$ cat src/rtl/uart_pkg.sv
// Shared UART definitions: state encodings, counter width,
// frame lengths and the clocks-per-bit derivation.
package uart_pkg;

    localparam int unsigned CNT_W          = 18;
    localparam int unsigned FRAME_BITS     = 10;
    localparam int unsigned FRAME_BITS_PAR = 11;

    typedef enum logic [2:0] {
        IDLE          = 3'd0,
        TX_START_BIT  = 3'd1,
        TX_DATA_BITS  = 3'd2,
        TX_PARITY_BIT = 3'd3,
        TX_STOP_BIT   = 3'd4,
        CLEANUP       = 3'd5
    } uart_state_e;

    function automatic int unsigned clks_per_bit(
        input int unsigned clk_hz,
        input int unsigned baud
    );
        return clk_hz / baud;
    endfunction

endpackage

$ cat src/rtl/uart_tx_if.sv
// Byte-in / serial-out bundle between user logic and uart_tx.
// The slave side is the transmitter, the master side the user logic.
interface uart_tx_if;

    logic       i_TX_DV;
    logic [7:0] i_TX_Byte;
    logic       o_TX_Active;
    logic       o_TX_Serial;
    logic       o_TX_Done;
    logic       o_TX_Ready;

    modport master (
        output i_TX_DV,
        output i_TX_Byte,
        input  o_TX_Active,
        input  o_TX_Serial,
        input  o_TX_Done,
        input  o_TX_Ready
    );

    modport slave (
        input  i_TX_DV,
        input  i_TX_Byte,
        output o_TX_Active,
        output o_TX_Serial,
        output o_TX_Done,
        output o_TX_Ready
    );

endinterface

$ cat src/rtl/uart_baud_cnt.sv
// Bit-cell counter: counts 0..CLOCKS_PER_BIT-1 and wraps, with a
// synchronous clear. o_Tc marks the last cycle of a bit cell.
module uart_baud_cnt
    import uart_pkg::*;
#(
    parameter int unsigned CLOCKS_PER_BIT = 434
) (
    input  logic i_Clock,
    input  logic i_Rst_n,
    input  logic i_Clear,
    output logic o_Tc
);

    localparam logic [CNT_W-1:0] TC_VAL = CNT_W'(CLOCKS_PER_BIT - 1);

    logic [CNT_W-1:0] r_count;

    assign o_Tc = (r_count == TC_VAL);

    // Count cycles within a bit cell, restarting at terminal count
    always_ff @(posedge i_Clock or negedge i_Rst_n) begin
        if (!i_Rst_n) begin
            r_count <= '0;
        end else if (i_Clear || o_Tc) begin
            r_count <= '0;
        end else begin
            r_count <= r_count + 1'b1;
        end
    end

endmodule

$ cat src/rtl/uart_tx.sv
// UART transmitter, 8N1, LSB first, all outputs registered.
// Define UART_TX_PARITY_EN to insert an even-parity cell (8E1).
module uart_tx
    import uart_pkg::*;
#(
    parameter int unsigned CLK       = 50_000_000,
    parameter int unsigned BAUD_RATE = 115200
) (
    input  logic     i_Clock,
    input  logic     i_Rst_n,
    uart_tx_if.slave tx_if
);

    localparam int unsigned CLOCKS_PER_BIT = clks_per_bit(CLK, BAUD_RATE);

    uart_state_e r_state;
    uart_state_e w_state_nxt;
    logic [2:0]  r_index;
    logic [2:0]  w_index_nxt;
    logic [7:0]  r_data;
    logic [7:0]  w_data_nxt;
    logic        r_serial;
    logic        w_serial_nxt;
    logic        r_active;
    logic        w_active_nxt;
    logic        r_done;
    logic        w_done_nxt;
    logic        r_ready;
    logic        w_ready_nxt;
    logic        w_tc;
    logic        w_clear;

    // Counter is held at zero whenever no bit cell is being timed
    assign w_clear = (r_state == IDLE) || (r_state == CLEANUP);

    uart_baud_cnt #(
        .CLOCKS_PER_BIT(CLOCKS_PER_BIT)
    ) u_baud_cnt (
        .i_Clock(i_Clock),
        .i_Rst_n(i_Rst_n),
        .i_Clear(w_clear),
        .o_Tc   (w_tc)
    );

    // Next-state, next-output decode; outputs follow the next state
    always_comb begin
        w_state_nxt  = r_state;
        w_index_nxt  = r_index;
        w_data_nxt   = r_data;
        w_active_nxt = r_active;
        w_done_nxt   = 1'b0;
        w_serial_nxt = 1'b1;
        unique case (r_state)
            IDLE: begin
                w_index_nxt  = '0;
                w_active_nxt = 1'b0;
                if (tx_if.i_TX_DV) begin
                    w_data_nxt   = tx_if.i_TX_Byte;
                    w_active_nxt = 1'b1;
                    w_state_nxt  = TX_START_BIT;
                end
            end
            TX_START_BIT: begin
                if (w_tc) begin
                    w_state_nxt = TX_DATA_BITS;
                end
            end
            TX_DATA_BITS: begin
                if (w_tc) begin
                    if (r_index == 3'd7) begin
                        w_index_nxt = '0;
`ifdef UART_TX_PARITY_EN
                        w_state_nxt = TX_PARITY_BIT;
`else
                        w_state_nxt = TX_STOP_BIT;
`endif
                    end else begin
                        w_index_nxt = r_index + 3'd1;
                    end
                end
            end
`ifdef UART_TX_PARITY_EN
            TX_PARITY_BIT: begin
                if (w_tc) begin
                    w_state_nxt = TX_STOP_BIT;
                end
            end
`endif
            TX_STOP_BIT: begin
                if (w_tc) begin
                    w_active_nxt = 1'b0;
                    w_done_nxt   = 1'b1;
                    w_state_nxt  = CLEANUP;
                end
            end
            CLEANUP: begin
                w_state_nxt = IDLE;
            end
            default: begin
                w_index_nxt  = '0;
                w_active_nxt = 1'b0;
                w_state_nxt  = IDLE;
            end
        endcase

        unique case (w_state_nxt)
            TX_START_BIT:  w_serial_nxt = 1'b0;
            TX_DATA_BITS:  w_serial_nxt = w_data_nxt[w_index_nxt];
`ifdef UART_TX_PARITY_EN
            TX_PARITY_BIT: w_serial_nxt = ^w_data_nxt;
`endif
            default:       w_serial_nxt = 1'b1;
        endcase

        w_ready_nxt = (w_state_nxt == IDLE);
    end

    // State and registered outputs; reset drives the line high at once
    always_ff @(posedge i_Clock or negedge i_Rst_n) begin
        if (!i_Rst_n) begin
            r_state  <= IDLE;
            r_index  <= '0;
            r_data   <= '0;
            r_serial <= 1'b1;
            r_active <= 1'b0;
            r_done   <= 1'b0;
            r_ready  <= 1'b1;
        end else begin
            r_state  <= w_state_nxt;
            r_index  <= w_index_nxt;
            r_data   <= w_data_nxt;
            r_serial <= w_serial_nxt;
            r_active <= w_active_nxt;
            r_done   <= w_done_nxt;
            r_ready  <= w_ready_nxt;
        end
    end

    assign tx_if.o_TX_Serial = r_serial;
    assign tx_if.o_TX_Active = r_active;
    assign tx_if.o_TX_Done   = r_done;
    assign tx_if.o_TX_Ready  = r_ready;

endmodule

$ cat src/flat_wrapper.sv
// flat-port wrapper written by rule: the top's interface ports become plain ports
module uart_tx_flat import uart_pkg::*;
#(
    parameter int unsigned CLK       = 50_000_000,
    parameter int unsigned BAUD_RATE = 115200
)
  (i_Clock, i_Rst_n, tx_if_i_TX_DV, tx_if_i_TX_Byte, tx_if_o_TX_Active, tx_if_o_TX_Serial, tx_if_o_TX_Done, tx_if_o_TX_Ready);
  uart_tx_if tx_if_i ();
  input  logic i_Clock;
  input  logic i_Rst_n;
  input wire logic [$bits(tx_if_i.i_TX_DV)-1:0] tx_if_i_TX_DV;
  input wire logic [$bits(tx_if_i.i_TX_Byte)-1:0] tx_if_i_TX_Byte;
  output wire logic [$bits(tx_if_i.o_TX_Active)-1:0] tx_if_o_TX_Active;
  output wire logic [$bits(tx_if_i.o_TX_Serial)-1:0] tx_if_o_TX_Serial;
  output wire logic [$bits(tx_if_i.o_TX_Done)-1:0] tx_if_o_TX_Done;
  output wire logic [$bits(tx_if_i.o_TX_Ready)-1:0] tx_if_o_TX_Ready;
  assign tx_if_i.i_TX_DV = tx_if_i_TX_DV;
  assign tx_if_i.i_TX_Byte = tx_if_i_TX_Byte;
  assign tx_if_o_TX_Active = tx_if_i.o_TX_Active;
  assign tx_if_o_TX_Serial = tx_if_i.o_TX_Serial;
  assign tx_if_o_TX_Done = tx_if_i.o_TX_Done;
  assign tx_if_o_TX_Ready = tx_if_i.o_TX_Ready;
  uart_tx #(.CLK(CLK), .BAUD_RATE(BAUD_RATE)) u_core (.i_Clock(i_Clock), .i_Rst_n(i_Rst_n), .tx_if(tx_if_i));
endmodule
$ cat config.mk
export PLATFORM = sky130hd
export DESIGN_NAME = uart_tx_flat
export DESIGN_NICKNAME = d
export VERILOG_FILES = /design/src/rtl/uart_pkg.sv /design/src/rtl/uart_tx_if.sv /design/src/rtl/uart_baud_cnt.sv /design/src/rtl/uart_tx.sv /design/src/flat_wrapper.sv
export SDC_FILE = /design/constraint.sdc
export NUM_CORES = 1
export LEC_CHECK = 0
export ABC_CLOCK_PERIOD_IN_PS = 5100
export CELL_PAD_IN_SITES_DETAIL_PLACEMENT = 0
export CELL_PAD_IN_SITES_GLOBAL_PLACEMENT = 1
export CORE_MARGIN = 4
export CORE_UTILIZATION = 37
export DETAILED_ROUTE_END_ITERATION = 8
export PLACE_DENSITY_LB_ADDON = 0.1
export SLEW_MARGIN = 20
export SYNTH_ARGS = -nofsm -noshare
export SYNTH_HDL_FRONTEND = slang
export SYNTH_SLANG_ARGS = --single-unit
$ cat constraint.sdc
create_clock -name i_Clock -period 5.1 [get_ports i_Clock]
set_input_delay 0.51 -clock i_Clock [delete_from_list [all_inputs] [get_ports i_Clock]]
set_output_delay 0.51 -clock i_Clock [all_outputs]
set_load 0.005 [all_outputs]
# --- Yosys cells after proc, flatten, opt, wreduce, memory -nomap -nowiden ---
# Cells that the tools add are included.
# Widths: inputs -> output; s select.
totals:
  ff_bits: 36
  in_bits: 11
  out_inout_bits: 4
op_classes:
  n_addsub: 2
  n_lt_le_gt_ge: 1
  eq_ne: 9
  mux: 20
  bitwise: 1
  n_reduce_logical: 7
ops:
  columns: ["cell", "n"]
  rows:
  - ["$mux 3", 7]
  - ["$add 18x1->18 const B", 1]
  - ["$eq 18x9->1 const B", 1]
  - ["$mux 18", 1]
  - ["$mux 8", 2]
  - ["$pmux 3 s4", 1]
  - ["$eq 3x3->1 const B", 3]
  - ["$eq 3x1->1 const B", 2]
  - ["$eq 3x2->1 const B", 2]
  - ["$logic_not 3->1", 2]
  - ["$pmux 3 s2", 1]
  - ["$reduce_or 3->1", 2]
  - ["$mux 1", 5]
  - ["$lt 3x4->1 const B", 1]
  - ["$add 3x1->3 const B", 1]
  - ["$bmux 1 s3", 1]
  - ["$pmux 1 s3", 1]
  - ["$logic_or 1x1->1", 2]
  - ["$ne 2x2->1 const B", 1]
  - ["$pmux 1 s2", 1]
  - ["$reduce_and 2->1", 1]
  - ["$not 1->1", 1]

# --- Depth between registers and ports, before layout ---
logic_depth:
  ltp_word: 7
  depth_mapped: 10
  ltp_nobuf: 10

# --- By module ---
# From an unflattened synthesis, not the netlist that was laid out.
hier_totals:
  hier_cells: 179
  area_unflattened_um2: 1895.6
modules_own_cells:
  columns: ["mod", "instances", "cells_per_inst", "area_per_inst_um2", "seq_area_each_um2"]
  rows:
  - ["uart_baud_cnt", 1, 98, 957.2, 450.4]
  - ["uart_tx", 1, 81, 938.4, 452.9]

# --- Worst setup path before layout ---
# OpenSTA, ideal clock, no wires.
synth_timing:
  path_type: "reg-to-reg"
  from: "reg u_core.r_state[2]"
  to: "reg u_core.r_serial, in the netlist u_core.tx_if.o_TX_Serial"
  arrival_time_ps: 2062
  t_required_ps: 5016
  slack_ps: 2954
  stages_incl_launch_ff: 10
  path_cell_list: "dfrtp_1 buf_4 nor2_2 and3_1 buf_2 mux2_2 nand4b_1 o211ai_1 o211ai_1 a311o_1"
synth_between:
  elab_cells_between_ends: 19
  classes_between: "6 x eq/ne; 11 x mux; 2 x reduce/logical"
synth_lines:
  columns: ["element", "line", "rtl"]
  rows:
  - ["start, declared", "uart_tx.sv:16", "uart_state_e r_state;"]
  - ["start signal, assigned", "uart_tx.sv:129", "r_state <= w_state_nxt;"]
  - ["$logic_not 3->1", "uart_tx.sv:53", "unique case (r_state)"]
  - ["$mux 8", "uart_tx.sv:53", null]
  - ["named net u_core.w_data_nxt[3]", "uart_tx.sv:21", "logic [7:0] w_data_nxt;"]
  - ["$bmux 1 s3", "uart_tx.sv:108", "TX_DATA_BITS: w_serial_nxt = w_data_nxt[w_index_nxt];"]
  - ["$mux 1 (not written as such)", "uart_tx.sv:108", null]
  - ["$pmux 1 s2", "uart_tx.sv:106", "unique case (w_state_nxt)"]
  - ["named net u_core.w_serial_nxt", "uart_tx.sv:23", "logic w_serial_nxt;"]
  - ["end signal, assigned", "uart_tx.sv:132", "r_serial <= w_serial_nxt;"]
  - ["end, declared", "uart_tx.sv:22", "logic r_serial;"]
# The timed path passes the listed nets, and every way through them passes these cells. The select of a mux whose other input is x is not followed.
# A chain may end at the register's enable or synchronous reset.

# --- Worst setup path after layout ---
layout_timing:
  from: "reg u_core.u_baud_cnt.r_count[1]"
  to: "reg u_core.r_serial, in the netlist u_core.tx_if.o_TX_Serial"
layout_between:
  elab_chain_cells: 6
  elab_cells_between_ends: 12
  classes_between: "3 x eq/ne; 9 x mux"
layout_rtl:
  columns: ["element", "line", "rtl"]
  rows:
  - ["start, declared", "uart_baud_cnt.sv:16", "logic [CNT_W-1:0] r_count;"]
  - ["start signal, assigned", "uart_baud_cnt.sv:27", "r_count <= r_count + 1'b1;"]
  - ["$eq 18x9->1", "uart_baud_cnt.sv:18", "assign o_Tc = (r_count == TC_VAL);"]
  - ["$mux 3", "uart_tx.sv:69", "if (w_tc) begin"]
  - ["$pmux 3 s2", "uart_tx.sv:53", null]
  - ["named net u_core.w_index_nxt[1]", "uart_tx.sv:19", "logic [2:0] w_index_nxt;"]
  - ["$bmux 1 s3", "uart_tx.sv:108", null]
  - ["$mux 1 (not written as such)", "uart_tx.sv:108", null]
  - ["$pmux 1 s2", "uart_tx.sv:106", null]
  - ["named net u_core.w_serial_nxt", "uart_tx.sv:23", null]
# The timed path passes the listed nets, and every way through them passes these cells. The select of a mux whose other input is x is not followed.

==> summary.md <==
| Metric | Value |
|---|---|
| Tot GR Track Use | 0.137 |
| Drt pass-1 iters | 4 |
| Io pins | 15 |
| Ratio of cells with drive above 1 in the final layout | 0.122 |
| Initial Util | 0.386 |
| Post-Route Skew | 0.00434 ns |
| # resized after CTS | 0 |
| Yosys reg bits | 36 |
| CP max FO | 5 |
| Routability cong. | 0.770 |
| Met2 Usage GRT | 0.209 |
| Port Buf Inserts | 14 |
| Critical Path Max Stage Delay | 0.40 ns |
| Fill count | 487 |
| Slew Limit Fails | 0 |
| Antenna violations before repair | 0 |
| Area of the multi-input gates | 873 µm² |
| CTS Hold Buffers Added | 0 |
| Maximum vdd drop | 0.289 mV |
| Max Clk Rate | 0.414 GHz |
| Worst path required time | 5.31 ns |
| Final Hold Fails | 0 |
| Critical path startpoint | u_core.u_baud_cnt.r_count[1]$_DFF_PN0_ |
| GR Layer Usage met3 | 0.0321 |
| CTS tree | yes |
| Total grt overflow | 0 |
| H-tree levels | 2 |
| Clk sinks | 36 |
| Hold crit path type | reg2reg |
| DP HPWL | 2.67 mm |
| Crit path time final | 2.42 ns |
| Via count | 1332 |
| Sequential cell area fraction in the yosys report | 0.492 |
| Syn Area/Cell | 10.2 µm² |
| DRC errors left | 0 |
| Max-cap violations | 0 |
| Period utilization | 0.474 |
| GR peak layer | met2 |
| Pwr Density | 327 nW/µm² |
| Slew margin rel. | 0.548 |
| Syn Std Cell Area | 1840 µm² |
| DR WL/cell | 14.1 µm |
| Crit start category | flip-flop |
| Deepest clock path buffer count | 2 |
| Total CTS buffers | 5 |
| GRT met1 Usage | 0.191 |
| Leakage | 0.918 nW |
| Synth unique cells | 41 |
| Worst Hold Launch | u_core.r_data[0]$_DFF_PN0_ |
| Crit. End Element | flip-flop |
| Critical path class | reg2reg |
| Setup bufs post-CTS | 0 |
| Outcome | finished, final reports clean |
| Reg-to-Reg Start | u_core.u_baud_cnt.r_count[1]$_DFF_PN0_ |
| CTS clock-pin slew for the worst setup and hold paths | 0.07 ns |
| Vias per Instance | 5.05 |
| First-pass GRT wire length | 6.69 mm |
| Root buffer cell | clkbuf_8 |
| DRT iter0 DRCs | 57 |
| Die X | 78.4 µm |
| Setup-failing EPs final | 0 |
| Post-Synthesis Cells | 180 |
| RSZ-0062 raised after global routing | no |
| ANT cells | 0 |
| Syn Nets | 195 |
| Num rows | 25 |
| Area Overhead vs Synth | 16.9% |
| Fin util | 0.451 |
| Cells along the critical path | inv_1 -> ha_1 -> nor4b_1 -> nand4_1 -> nor2_1 -> nand4_1 -> o211a_1 -> inv_1 -> o211ai_1 -> a311o_1 |
| Core Box Area | 4750 µm² |
| Nets | 211 |
| Height of the die | 78.4 µm |
| Setup TNS Final | 0 ns |
| CP arrival | 2.63 ns |
| Largest net degree at the start of global routing | 37 |
| CP max stage cell | dfrtp_1 |
| Die area | 6150 µm² |
| Worst Tran Pin Value | 0.673 ns |
| Vias in the first global route | 1387 |
| FF/Latch Area | 903 µm² |
| Worst skew pair latency | 0.28 ns |
| DRT antenna net count | 0 |
| Synth warn | 0 |
| WL final | 3.71 mm |
area by class of cell:
type,count,share of cell area
Sequential cell,36,0.421
Multi-Input combinational cell,131,0.407
Timing Repair Buffer,16,0.0723
Tap cell,67,0.0391
Clock buffer,6,0.0338
Clock inverter,2,0.0163
Inverter,6,0.0105
flip-flops by register name, indices dropped and copies added, names as in the netlist:
signal	flops
u_core.u_baud_cnt.r_count	18
u_core.tx_if.o_TX_Active	1
u_core.r_index	3
u_core.tx_if.o_TX_Ready	1
u_core.r_data	8
u_core.tx_if.o_TX_Done	1
u_core.r_state	3
u_core.tx_if.o_TX_Serial	1
where the power goes:
group / switching (mW) / leakage [nW] / total, mW / internal [mW]
Clock: 0.101 / 0.0552 / 0.246 / 0.145
Sequential: 0.0320 / 0.462 / 0.353 / 0.321
Combinational: 0.0512 / 0.400 / 0.103 / 0.0517
Total: 0.184 / 0.918 / 0.702 / 0.518
cells by family (layout without fill, tap and decap cells):
group | Yosys count | count (layout) | synth area share
compound gates | 28 | 28 | 0.100
xor+xnor | 12 | 12 | 0.0573
fa+ha+maj | 4 | 4 | 0.0273
buf+inv | 13 | 30 | 0.0320
flops | 36 | 36 | 0.492
mux | 12 | 12 | 0.0709
simple gates | 75 | 75 | 0.220
layer usage:
metal | routed length (µm) | vias to the layer above
li1 | - | 676
met1 | 1890 | 632
met2 | 1660 | 17
met3 | 107 | 7
met4 | 56 | 0
met5 | 0 | -
layout by cell type (no fill, tap or decap), types with 3 or more instances in the layout:
| cell type | Yosys | final |
|---|---|---|
| and3_1 | 5 | 5 |
| dfrtp_1 | 34 | 34 |
| clkbuf_8 | 0 | 5 |
| mux2i_1 | 4 | 4 |
| o211ai_1 | 5 | 5 |
| or3_1 | 6 | 6 |
| nor3_1 | 3 | 3 |
| nor4_1 | 3 | 3 |
| mux2_2 | 8 | 8 |
| clkdlybuf4s50_1 | 0 | 14 |
| nand2_1 | 13 | 13 |
| xor2_1 | 10 | 10 |
| nand4b_1 | 3 | 3 |
| nor2_1 | 18 | 18 |
| inv_1 | 6 | 6 |
| nand3_1 | 8 | 8 |
| nand4_1 | 5 | 5 |
| ha_1 | 4 | 4 |
| o21ai_0 | 6 | 6 |
| a21oi_1 | 8 | 8 |
worst max-delay path, delay by kind of cell (launching register included):
| kind | cells | cell delay [ns] |
|---|---|---|
| DFF | 1 | 0.40 |
| adders and majority gates | 1 | 0.15 |
| and+or+nand+nor | 4 | 0.99 |
| AOI/OAI and AO/OA | 3 | 0.64 |
| buffers and inverters | 2 | 0.15 |
metrics by stage:
| step | std cells | cell area, µm² | setup slack, ns | power [mW] | hold WS (ns) |
|---|---|---|---|---|---|
| floorplan | 180 | 1840 | 2.95 | 0.424 | 0.214 |
| detailed placement | 256 | 2040 | 2.42 | 0.462 | 0.487 |
| global route | 264 | 2150 | 2.44 | 0.748 | 0.516 |
| CTS | 264 | 2150 | 2.68 | 0.712 | 0.504 |
| global placement | 256 | 2040 | 2.45 | 0.457 | 0.479 |
| finish | 264 | 2150 | 2.68 | 0.702 | 0.503 |
worst paths after layout:
path,cells after the start,slack (ns),end
setup / recovery,10,2.68,u_core.tx_if.o_TX_Serial$_DFF_PN1_
hold / removal,1,0.50,u_core.r_data[0]$_DFF_PN0_
setup reg to reg,10,2.68,u_core.tx_if.o_TX_Serial$_DFF_PN1_
hold reg to reg,1,0.50,u_core.r_data[0]$_DFF_PN0_
max in group asynchronous,2,4.12,u_core.tx_if.o_TX_Serial$_DFF_PN1_
min in group asynchronous,2,0.63,u_core.u_baud_cnt.r_count[12]$_DFF_PN0_
synth_stat cells:
master     count  area [µm²]
a21oi_1        8        40.0
and3_1         5        31.3
o32ai_1        1        8.76
or3_1          6        37.5
a211o_1        1        8.76
nand4b_1       3        26.3
and4bb_1       1        12.5
o2111ai_1      2        17.5
mux2i_1        4        40.0
nand2_1       13        48.8
and4_4         1        11.3
clkbuf_1       3        11.3
nor4_1         3        18.8
o21ai_1        1        5.00
nor2_2         1        6.26
and2_1         1        6.26
o21a_1         1        7.51
nand4_1        5        31.3
dfstp_2        2        52.6
nand3_1        8        40.0
nor4b_1        2        17.5
xor2_1        10        87.6
inv_1          6        22.5
buf_2          1        5.00
nor3_1         3        15.0
buf_4          2        15.0
o21ai_0        6        30.0
a311o_1        1        10.0
a21o_2         1        8.76
dfrtp_1       34         851
nor2b_1        1        6.26
nor3b_1        1        7.51
o211ai_1       5        37.5
nand3b_1       1        7.51
clkbuf_2       1        5.00
or2_2          2        12.5
ha_1           4        50.1
o211a_1        1        10.0
nor2_1        18        67.6
xnor2_1        2        17.5
mux2_2         8        90.1
Power figures use the tool's default switching activity.
